## config.mk

```make
export PLATFORM = sky130hd
export DESIGN_NAME = seq_divider
export DESIGN_NICKNAME = d
export VERILOG_FILES = /design/src/rtl/seq_divider_pkg.sv /design/src/rtl/seq_divider_div_step.sv /design/src/rtl/seq_divider.sv
export SDC_FILE = /design/constraint.sdc
export NUM_CORES = 1
export LEC_CHECK = 0
export CORE_MARGIN = 2
export CORE_UTILIZATION = 57
export DETAILED_ROUTE_END_ITERATION = 10
export GPL_TIMING_DRIVEN = 0
export PLACE_DENSITY_LB_ADDON = 0.08
export SYNTH_ARGS = -nofsm -noshare
export SYNTH_HDL_FRONTEND = slang
export SYNTH_HIERARCHICAL = 1
export SYNTH_SLANG_ARGS = --single-unit
export TNS_END_PERCENT = 30
```

## constraint.sdc

```tcl
create_clock -name clk -period 3.95 [get_ports clk]
set_input_delay 0.79 -clock clk [delete_from_list [all_inputs] [get_ports clk]]
set_output_delay 0.79 -clock clk [all_outputs]
set_load 0.01 [all_outputs]
```

## src/rtl/seq_divider_pkg.sv

```systemverilog
// Shared types for the sequential restoring divider: FSM state encoding.
package seq_divider_pkg;

  localparam int STATE_W = 2;

  typedef enum logic [STATE_W-1:0] {
    IDLE = 2'd0,
    BUSY = 2'd1,
    SIGN = 2'd2
  } state_t;

endpackage

```

## src/rtl/seq_divider_div_step.sv

```systemverilog
// One restoring shift-subtract iteration: shift in the next dividend bit,
// try to subtract the divisor, keep the result only if it stayed non-negative.
module div_step #(
  parameter int WIDTH = 4
) (
  input  logic [WIDTH:0]   rem,
  input  logic [WIDTH-1:0] q,
  input  logic [WIDTH-1:0] divisor,
  output logic [WIDTH:0]   rem_next,
  output logic [WIDTH-1:0] q_next
);

  logic [WIDTH:0] shifted;
  logic [WIDTH:0] trial;

  // The partial remainder is always below the divisor, so its top bit is
  // never needed when shifting.
  logic unused_rem_msb;
  assign unused_rem_msb = rem[WIDTH];

  assign shifted  = {rem[WIDTH-1:0], q[WIDTH-1]};
  assign trial    = shifted - {1'b0, divisor};
  assign rem_next = trial[WIDTH] ? shifted : trial;
  assign q_next   = {q[WIDTH-2:0], ~trial[WIDTH]};

endmodule

```

## src/rtl/seq_divider.sv

```systemverilog
// Sequential restoring divider, one quotient bit per clock, start/ready handshake.
// Define SEQ_DIVIDER_SIGNED_EN for two's-complement operands (adds a SIGN fix-up cycle).
module seq_divider
  import seq_divider_pkg::*;
#(
  parameter int WIDTH = 4,
  parameter int CNT_W = $clog2(WIDTH + 1)
) (
  input  logic             clk,
  input  logic             reset,
  input  logic             start,
  input  logic [WIDTH-1:0] dividend,
  input  logic [WIDTH-1:0] divisor,
  output logic [WIDTH-1:0] quotient,
  output logic [WIDTH-1:0] remainder,
  output logic             ready,
  output logic             done,
  output logic             div_by_zero
);

  state_t           state_reg, state_next;
  logic [WIDTH-1:0] q_reg, q_next;
  logic [WIDTH:0]   rem_reg, rem_next;
  logic [WIDTH-1:0] dvs_reg, dvs_next;
  logic [CNT_W-1:0] cnt_reg, cnt_next;
  logic [WIDTH-1:0] quotient_next, remainder_next;
  logic             done_next, div_by_zero_next;
  logic [WIDTH:0]   step_rem;
  logic [WIDTH-1:0] step_q;
`ifdef SEQ_DIVIDER_SIGNED_EN
  logic             neg_q_reg, neg_q_next;
  logic             neg_r_reg, neg_r_next;
`endif

  div_step #(.WIDTH(WIDTH)) u_step (
    .rem      (rem_reg),
    .q        (q_reg),
    .divisor  (dvs_reg),
    .rem_next (step_rem),
    .q_next   (step_q)
  );

  assign ready = (state_reg == IDLE) & ~reset;

  always_ff @(posedge clk or posedge reset) begin
    if (reset) begin
      state_reg   <= IDLE;
      q_reg       <= '0;
      rem_reg     <= '0;
      dvs_reg     <= '0;
      cnt_reg     <= '0;
      quotient    <= '0;
      remainder   <= '0;
      done        <= 1'b0;
      div_by_zero <= 1'b0;
`ifdef SEQ_DIVIDER_SIGNED_EN
      neg_q_reg   <= 1'b0;
      neg_r_reg   <= 1'b0;
`endif
    end else begin
      state_reg   <= state_next;
      q_reg       <= q_next;
      rem_reg     <= rem_next;
      dvs_reg     <= dvs_next;
      cnt_reg     <= cnt_next;
      quotient    <= quotient_next;
      remainder   <= remainder_next;
      done        <= done_next;
      div_by_zero <= div_by_zero_next;
`ifdef SEQ_DIVIDER_SIGNED_EN
      neg_q_reg   <= neg_q_next;
      neg_r_reg   <= neg_r_next;
`endif
    end
  end

  always_comb begin
    state_next       = state_reg;
    q_next           = q_reg;
    rem_next         = rem_reg;
    dvs_next         = dvs_reg;
    cnt_next         = cnt_reg;
    quotient_next    = quotient;
    remainder_next   = remainder;
    done_next        = 1'b0;
    div_by_zero_next = div_by_zero;
`ifdef SEQ_DIVIDER_SIGNED_EN
    neg_q_next       = neg_q_reg;
    neg_r_next       = neg_r_reg;
`endif

    case (state_reg)
      IDLE: begin
        if (start) begin
          if (divisor == '0) begin
            // Divide-by-zero resolves on the accepting edge without iterating.
            quotient_next    = '1;
            remainder_next   = dividend;
            div_by_zero_next = 1'b1;
            done_next        = 1'b1;
          end else begin
`ifdef SEQ_DIVIDER_SIGNED_EN
            q_next     = dividend[WIDTH-1] ? -dividend : dividend;
            dvs_next   = divisor[WIDTH-1] ? -divisor : divisor;
            neg_q_next = dividend[WIDTH-1] ^ divisor[WIDTH-1];
            neg_r_next = dividend[WIDTH-1];
`else
            q_next     = dividend;
            dvs_next   = divisor;
`endif
            rem_next   = '0;
            cnt_next   = CNT_W'(WIDTH);
            state_next = BUSY;
          end
        end
      end

      BUSY: begin
        q_next   = step_q;
        rem_next = step_rem;
        cnt_next = cnt_reg - 1'b1;
        if (cnt_reg == CNT_W'(1)) begin
`ifdef SEQ_DIVIDER_SIGNED_EN
          state_next = SIGN;
`else
          quotient_next    = step_q;
          remainder_next   = step_rem[WIDTH-1:0];
          div_by_zero_next = 1'b0;
          done_next        = 1'b1;
          state_next       = IDLE;
`endif
        end
      end

`ifdef SEQ_DIVIDER_SIGNED_EN
      SIGN: begin
        // Truncation toward zero: remainder takes the dividend's sign.
        quotient_next    = neg_q_reg ? -q_reg : q_reg;
        remainder_next   = neg_r_reg ? -rem_reg[WIDTH-1:0] : rem_reg[WIDTH-1:0];
        div_by_zero_next = 1'b0;
        done_next        = 1'b1;
        state_next       = IDLE;
      end
`endif

      default: state_next = IDLE;
    endcase
  end

endmodule

```

# Word level (Yosys, flattened, before mapping)
# Cells that the tools add are included.
[classes] n_addsub=2 n_eq_ne=6 muxes=30 bitwise_logic=4 n_reduce_logical=7
[op_table] operator="$mux W4" n=11
[op_table] operator="$pmux W4 S2" n=4
[op_table] operator="$reduce_and A3 Y1" n=3
[op_table] operator="$mux W1" n=6
[op_table] operator="$mux W2" n=3
[op_table] operator="$mux W3" n=2
[op_table] operator="$ne A2 B2 Y1 const B" n=3
[op_table] operator="$pmux W3 S2" n=1
[op_table] operator="$sub A5 B4 Y5" n=1
[op_table] operator="$logic_not A4 Y1" n=1
[op_table] operator="$pmux W1 S2" n=2
[op_table] operator="$pmux W2 S2" n=1
[op_table] operator="$reduce_and A4 Y1" n=1
[op_table] operator="$eq A3 B1 Y1 const B" n=1
[op_table] operator="$not A1 Y1" n=3
[op_table] operator="$sub A3 B1 Y3 const B" n=1
[op_table] operator="$eq A2 B1 Y1 const B" n=1
[op_table] operator="$logic_not A2 Y1" n=1
[op_table] operator="$ne A2 B1 Y1 const B" n=1
[op_table] operator="$reduce_bool A2 Y1" n=1
[op_table] operator="$and A1 B1 Y1" n=1
[totals] ff_bits=27 in_bits=11 elab_cells=58

# Longest topological paths before layout
[depth] word_depth=4 ltp_mapped=13

# By module
# Netlist, hierarchy kept.
[by_module_without_submodules] mod="seq_divider" n_inst=1 cells_per_inst=89 area_each_um2=1177.4 seq_area_each_um2=675.6
[by_module_without_submodules] mod="div_step" n_inst=1 cells_per_inst=31 area_each_um2=250.2 seq_area_each_um2=0.0

# Worst setup path before layout
# No wires, ideal clock.
[synth_timing] path_type="reg2reg" startpoint="register dvs_reg[0]" endpoint="register remainder[3]" setup_ns=0.125 arrival_ns=2.477 required_ns=3.825 path_slack_ns=1.348 path_stages_with_launch=13 path_buffers=1 cell_sequence="dfrtp_1 > ha_1 > fa_1 > inv_1 > a21oi_1 > o21bai_1 > ha_1 > buf_6 > nor4bb_1 > a31oi_1 > nand4_1 > mux2_2 > mux2_2"
[synth_between] elab_chain_len=4
[synth_rtl] element="start: declaration" line="seq_divider.sv:24" text="logic [WIDTH-1:0] dvs_reg, dvs_next;"
[synth_rtl] element="start signal: assignment" line="seq_divider.sv:64" text="dvs_reg <= dvs_next;"
[synth_rtl] element="$sub A5 B4 Y5" line="seq_divider_div_step.sv:22" text="assign trial = shifted - {1'b0, divisor};"
[synth_rtl] element="$mux W4" line="seq_divider_div_step.sv:23" text="assign rem_next = trial[WIDTH] ? shifted : trial;"
[synth_rtl] element="via step_rem[3]" line="seq_divider.sv:28" text="logic [WIDTH:0] step_rem;"
[synth_rtl] element="$mux W4" line="seq_divider.sv:122" text="if (cnt_reg == CNT_W'(1)) begin"
[synth_rtl] element="$pmux W4 S2" line="seq_divider.sv:92" text="case (state_reg)"
[synth_rtl] element="end signal: assignment" line="seq_divider.sv:67" text="remainder <= remainder_next;"
[synth_rtl] element="end: declaration" line="seq_divider.sv:15" text="output logic [WIDTH-1:0] remainder,"
# The timed path passes the listed nets, and every way through them passes these cells. The select of a mux whose other input is x is not followed.
# A chain may end at the register's enable or synchronous reset.

# Worst setup path in the final report
# Ends and elaborated chain as after synthesis.

==> out/results.ini <==
[placed_design]
finalWeightedCongestion = 0.786
hpwlAfterDp_mm = 2.21
port_buffers = 21

[setup_path]
worstPathArrival_ns = 3.14
start_kind = flop
max_stage_delay_ns = 0.41
crit_required_ns = 4.19
critPathTopFamily = adder cells
criticalPathCategory = flop to flop
worst-path-buf-inv = 2
crit_chain = ha_1 > fa_1 > inv_1 > a21oi_1 > o21bai_1 > ha_1 > buf_6 > nor4bb_1 > a31oi_1 > nand4_1 > mux2_2 > mux2_2
cp_slowest_cell = dfrtp_1
worst_setup_path_end_kind = flop
cp_max_fo = 8

[sta]
finalCriticalPeriod_ns = 2.90
tightest_slew_ns = 0.985
clock.fmax_mhz = 345
hold_violations = 0
slew_violations = 0
rsz0062_at_grt = false
fin_skew_ns = 0.00450
post-route-period-util = 0.733
finalSetupViolCount = 0
finalSetupTns_ns = 0
relSlewSlack = 0.343

[floorplanning]
row_count = 17
dieHeight_um = 53.5
coreArea_um2 = 2250
dieArea_um2 = 2860
die_w_um = 53.5
ios = 22
initial_core_util = 0.618

[synth]
syn_nets = 137
avgSynthCellArea_um2 = 11.8
synthCells = 118
yosysWarnings = 6
netlist_area_um2 = 1390

[clocking]
clkSinkCount = 26
cts_tree = yes
cts-root-buf = clkbuf_4
htree_levels = 1
cts_buffers = 3
clk_latency_ns = 0.33
post_cts_buffers = 0
ctsResizeCount = 0
clk_pin_slew_ns = 0.15
cts_hold_buf = 0
cts.path.max_buffers = 2

[cells_and_area]
fillers = 164
fin_util = 0.750
area_growth_pct = 21.4
antenna_cells = 0
drive_gt1_frac = 0.189
layout.nets = 163

[detailed_routing]
ant_nets = 0
drc = 0
wl_per_cell_um = 17.2
wirelength_mm = 2.93
via_per_inst = 5.71
drt-pass1-iter-count = 4
drtIter0Drc = 11
vias = 976

[pwr]
pwr_density_cell_nw_per_um2 = 1040
ir_drop_uv = 778
cellLeakagePower_nw = 0.818

[global_routing]
grtUsageTotal = 0.241
gr-total-overflow = 0
antenna_found_initial = 0
grt_max_degree = 27
grt_pass1_wl_mm = 4.70
grt_pass1_vias = 996

[hold_path]
hp-class = flop to flop

[status]
status = finished clean

[flow_run]
cap_violations = 0

[where the power goes]
| part | internal [W] | total [W] | switching, W |
|---|---|---|---|
| Sequential | 0.000406 | 0.000489 | 0.0000829 |
| Clock | 0.000103 | 0.000187 | 0.0000844 |
| Combinational | 0.000594 | 0.00108 | 0.000488 |
| Total | 0.00110 | 0.00176 | 0.000655 |
[cell type report]
class,instances,area [um2],share of cell area
Sequential cell,26,651,0.385
Multi-Input combinational cell,71,637,0.376
Timing Repair Buffer,21,210,0.124
Buffer,8,57.6,0.0340
Inverter,13,48.8,0.0288
Tap cell,28,35.0,0.0207
Clock inverter,1,30.0,0.0178
Clock buffer,3,22.5,0.0133
[per-layer routing]
layer,GRT usage,wire [um],vias up
li1,-,-,459
met1,0.301,1370,495
met2,0.416,1450,17
met3,0.0395,75,5
met4,0.0897,45,0
met5,0,0,-
[metrics by stage]
| step | instance area (um2) | total power [W] | worst slack, ns | hold WS [ns] | cells |
|---|---|---|---|---|---|
| floorplan | 1390 | 0.00125 | 1.35 | 0.466 | 118 |
| finish | 1690 | 0.00176 | 1.05 | 0.498 | 171 |
| CTS | 1690 | 0.00176 | 1.06 | 0.505 | 171 |
| global route | 1690 | 0.00187 | 0.908 | 0.549 | 171 |
| global placement | 1640 | 0.00150 | 1.15 | 0.463 | 167 |
| detailed placement | 1640 | 0.00157 | 1.08 | 0.471 | 167 |
[worst register-to-register path, stage by stage, from the launching register on]
cell	delay [ns]
dfrtp_1	0.41
ha_1	0.23
fa_1	0.41
inv_1	0.07
a21oi_1	0.06
o21bai_1	0.15
ha_1	0.30
buf_6	0.16
nor4bb_1	0.14
a31oi_1	0.15
nand4_1	0.15
mux2_2	0.30
mux2_2	0.26
[cells in the final DEF (no fill, tap or decap), drive strengths merged]
master / n
a21boi: 1
a21oi: 2
a221o: 4
a22o: 5
a31oi: 2
and2: 5
buf: 6
bufinv: 1
clkbuf: 5
clkdlybuf4s50: 21
dfrtp: 26
fa: 1
ha: 7
inv: 13
mux2: 14
mux2i: 6
nand2: 9
nand2b: 2
nand3b: 1
nand4: 1
nor2: 1
nor2b: 2
nor4: 1
nor4bb: 1
o2111ai: 1
o21bai: 1
or4: 2
xnor2: 2
[path summary, 6_finish.rpt]
| kind | startpoint | endpoint | slack, ns | cells past startpoint |
|---|---|---|---|---|
| max | dvs_reg[0]$_DFFE_PP0P_ | remainder[3]$_DFFE_PP0P_ | 1.05 | 12 |
| min | div_by_zero$_DFFE_PP0P_ | div_by_zero$_DFFE_PP0P_ | 0.50 | 2 |
| max reg2reg | dvs_reg[0]$_DFFE_PP0P_ | remainder[3]$_DFFE_PP0P_ | 1.05 | 12 |
| min reg2reg | div_by_zero$_DFFE_PP0P_ | div_by_zero$_DFFE_PP0P_ | 0.50 | 2 |
| max in group asynchronous | reset | rem_reg[2]$_DFFE_PP0P_ | 2.36 | 2 |
| min in group asynchronous | reset | rem_reg[3]$_DFFE_PP0P_ | 0.99 | 2 |
(Power assumes the default switching activity.)
==> edit 1 (same settings) <==
`WIDTH` is set to 4 in 2 places; all go to 8.
--- a/src/rtl/seq_divider_div_step.sv
+++ b/src/rtl/seq_divider_div_step.sv
@@ -2,5 +2,5 @@
 // try to subtract the divisor, keep the result only if it stayed non-negative.
 module div_step #(
-  parameter int WIDTH = 4
+  parameter int WIDTH = 8
 ) (
   input  logic [WIDTH:0]   rem,
--- a/src/rtl/seq_divider.sv
+++ b/src/rtl/seq_divider.sv
@@ -4,5 +4,5 @@
   import seq_divider_pkg::*;
 #(
-  parameter int WIDTH = 4,
+  parameter int WIDTH = 8,
   parameter int CNT_W = $clog2(WIDTH + 1)
 ) (
Interface: changed (resized dividend, divisor, quotient and remainder); port bits go from 22 to 38. The function was not compared with the original's and may differ.
==> edit 1 against the unedited design <==
- combinational power is 95% higher
- design area is 96% higher
- count of clock-buffer cells in the layout is 3 higher
- global-route usage is 1.7 points higher
- non-clock buffer count is 36 higher
- critical path depth is 1 lower
- total power is 95% higher
- sequential cell count is 21 higher
- cell count is 120% higher
- via count is 130% higher
- synthesized area is 96% higher
- setup slack worse by 0.38 ns
- routed wire length is 120% higher
- critical path type unchanged
- critical endpoint is now remainder[7]
==> edit 1: results (changes against the unedited design) <==
| Metric | Value |
|---|---|
| Delay contributed by the slowest stage of the critical path | `0.53 ns (was 0.41 ns)` |
| Final-stage net count | `352 (was 163)` |
| Number of vias per cell after detailed routing | `6.05 (was 5.71)` |
| Remaining max-slew budget at the tightest pin | `0.642 (was 0.343)` |
| Number of port buffers | `37 (was 21)` |
| Leakage power | `1.38 nW (was 0.818 nW)` |
| Iter 0 DRT Violations | `101 (was 11)` |
| Post-placement cell area | `3190 µm² (was 1640 µm²)` |
| Placed cells | `368 (was 167)` |
| Worst reg-to-reg setup slack | `0.68 ns (was 1.05 ns)` |
| Root buffer cell | `sky130_fd_sc_hd__clkbuf_8 (was sky130_fd_sc_hd__clkbuf_4)` |
| Worst r2r dst | `remainder[7] (was remainder[3])` |
| R2R depth | `11 (was 12)` |
| Switching Fraction | `0.416 (was 0.372)` |
| Synthesized net count | `307 (was 137)` |
| Maximum clock skew at final layout | `0.0114 ns (was 0.00450 ns)` |
| Worst-case vdd ir drop | `661 µV (was 778 µV)` |
| Result of the run | `complete, no violations (unchanged)` |
| Routability Congestion | `0.845 (was 0.786)` |
| Clock transition time at the flip-flop clock pins of the worst setup and hold paths | `0.09 ns (was 0.15 ns)` |
| Share of layout cells above drive strength 1 | `0.121 (was 0.189)` |
| Sort of element at the end of the critical path | `flop (unchanged)` |
| Routed wirelength normalized by instance count | `17.3 µm (was 17.2 µm)` |
| WP data arrival | `3.52 ns (was 3.14 ns)` |
| Estimated wirelength of the detail-placed design | `4.78 mm (was 2.21 mm)` |
| Clock network latency to the later pin of the worst-skew pair | `0.30 ns (was 0.33 ns)` |
| Total via count after detailed routing | `2282 (was 976)` |
| Crit Path Max Fanout | `10 (was 8)` |
| Antenna violations before repair | `1 (was 0)` |
| Total GRT Usage | `0.258 (was 0.241)` |
| Delay-heaviest family, CP | `compound AO/OA/AOI/OAI gates (was adder cells)` |
==> edit 1: final cells by class <==
cell class	count	area (µm²)
multi-input combinational	187	1360
fill	366	1340
sequential	47	1180
timing repair buffer	38	390
buffer	27	140
clock buffer	6	72.6
tap	54	67.6
clock inverter	2	60.1
inverter	15	56.3
antenna	1	2.50
==> edit 1: stage by stage <==
step	worst slack [ns]	hold slack, ns
6_report	0.675	0.493
5_1_grt	0.533	0.513
4_1_cts	0.695	0.496
3_5_place_dp	0.717	0.476
3_3_place_gp	0.729	0.463
2_1_floorplan	1.27	0.466
==> edit 1: worst min path at each step <==
stage / to / slack (ns) / cells past startpoint
finish: quotient[5] / 0.49 / 1
detailed placement: quotient[3] / 0.48 / 1
CTS: quotient[3] / 0.50 / 1
floorplan: dvs_reg[2] / 0.47 / 1
global placement: div_by_zero / 0.46 / 2
global route: quotient[5] / 0.51 / 1
==> edit 1: power by group through the flow <==
stage               clock, mW  combinational [mW]  sequential [mW]
CTS                     0.420                2.09            0.900
global placement            0                2.04            0.897
floorplan                   0                1.48            0.909
global route            0.430                2.34            0.933
finish                  0.413                2.11            0.900
detailed placement          0                2.08            0.909
==> edit 1: per-layer routing <==
metal | global-route usage | wire length (µm)
met2 | 0.436 | 3240
met5 | 0 | 0
met1 | 0.338 | 2910
met3 | 0.0483 | 354
met4 | 0.0741 | 24
==> edit 2 (same flow settings) <==
Made on the original files. Encoding of `state_t`: now one-hot (3 bits for 3 states).
--- a/src/rtl/seq_divider_pkg.sv
+++ b/src/rtl/seq_divider_pkg.sv
@@ -4,8 +4,8 @@
   localparam int STATE_W = 2;
 
-  typedef enum logic [STATE_W-1:0] {
-    IDLE = 2'd0,
-    BUSY = 2'd1,
-    SIGN = 2'd2
+  typedef enum logic [2:0] {
+    IDLE = 3'b001,
+    BUSY = 3'b010,
+    SIGN = 3'b100
   } state_t;
 
Behaviour: no difference found for any inputs over 10 cycles, from zero or initial values and one cycle with reset high; not proved beyond that.
==> edit 2 against the unedited design <==
- synthesized area is 13% higher
- first-iteration DRC count grew to 3.5 times the old value
- critical path type is now reg2out
- sequential cell count is 1 higher
- routed wire length is 9.4% higher
- critical path depth is 8 lower
- highest routed layer unchanged
- hold slack better by 0.016 ns
- largest cell class is now multi-input combinational cells
- total power is 16% lower
- design area is 9.6% higher
- setup slack worse by 0.097 ns
- cell count is 20% higher
==> edit 2: results (changes against the unedited design) <==
| Metric | Value |
|---|---|
| Hold Crit Depth | `1 (was 2)` |
| Maximum clock frequency | `334 MHz (was 345 MHz)` |
| Sequential cell area share | `0.365 (was 0.385)` |
| Estimated wirelength of the detail-placed design | `2.46 mm (was 2.21 mm)` |
| Source of the worst register-to-register timing path | `q_reg[3] (was dvs_reg[0])` |
| Layout buffering overhead excluding clock cells | `0.142 (was 0.158)` |
| WP data arrival | `2.20 ns (was 3.14 ns)` |
| Share of layout cells above drive strength 1 | `0.126 (was 0.189)` |
| #MultiIn Comb | `89 (was 71)` |
| Fin cells | `205 (was 171)` |
| Repair and plain buffers | `30 (was 29)` |
| R2R depth | `14 (was 12)` |
| Filler cells | `204 (was 164)` |
| Avg Inst Size Synth | `10.6 µm² (was 11.8 µm²)` |
| Worst Max-Slew Pin Slew | `1.04 ns (was 0.985 ns)` |
| Non-clock inverter instance count of the final layout | `24 (was 13)` |
| Maximum number of pins on one net before global-route repair | `28 (was 27)` |
| Iter 0 DRT Violations | `38 (was 11)` |
| First-pass GRT wire length | `5.42 mm (was 4.70 mm)` |
| Worst-case vdd ir drop | `559 µV (was 778 µV)` |
| Die Area | `3210 µm² (was 2860 µm²)` |
| Worst hold slack across all endpoints | `0.513 ns (was 0.498 ns)` |
| Crit. Startpoint | `state_reg[0] (was dvs_reg[0])` |
| Worst reg-to-reg setup slack | `1.26 ns (was 1.05 ns)` |
| Number of sequential cells | `27 (was 26)` |
| Hold path endpoint | `cnt_reg[1] (was div_by_zero)` |
| Total GRT Usage | `0.212 (was 0.241)` |
| Clock Buffer Count | `4 (was 3)` |
| Area of all placed cells without fillers | `1850 µm² (was 1690 µm²)` |
| Vias in the first global route | `1253 (was 996)` |
| Clk cell area share | `0.0142 (was 0.0311)` |
| Routability Congestion | `0.794 (was 0.786)` |
| Synthesized net count | `170 (was 137)` |
| Final-stage net count | `196 (was 163)` |
| Proportion of cell area occupied by multi-input gates | `0.410 (was 0.376)` |
| Worst slack after detailed placement | `1.02 ns (was 1.08 ns)` |
| DRT Wirelength | `3.21 mm (was 2.93 mm)` |
| Total via count after detailed routing | `1207 (was 976)` |
| Maximum clock skew at final layout | `0.00898 ns (was 0.00450 ns)` |
| Result of the run | `complete, no violations (unchanged)` |
| Termination of the worst setup path | `ready (was remainder[3])` |
| Clk buf depth | `2 (unchanged)` |
==> edit 2: critical path, stage by stage (launching register included) <==
cell and delay, ns:
sky130_fd_sc_hd__dfstp_2 0.57, sky130_fd_sc_hd__ha_1 0.22, sky130_fd_sc_hd__clkbuf_1 0.35, sky130_fd_sc_hd__nor2b_1 0.19, sky130_fd_sc_hd__clkdlybuf4s50_1 0.55
==> edit 2: metal layers <==
| metal | vias to the layer above | global-route usage | part of all wire |
|---|---|---|---|
| li1 | 576 | - | - |
| met1 | 609 | 0.264 | 0.45 |
| met2 | 20 | 0.395 | 0.51 |
| met3 | 2 | 0.0276 | 0.032 |
| met4 | 0 | 0.0340 | 0.0028 |
| met5 | - | 0 | 0 |
==> edit 2: power breakdown <==
group          total [mW]  internal (mW)  switching (mW)  leakage [nW]
Sequential          0.466          0.397          0.0696         0.310
Combinational       0.892          0.453           0.439         0.507
Clock               0.120         0.0394          0.0803        0.0150
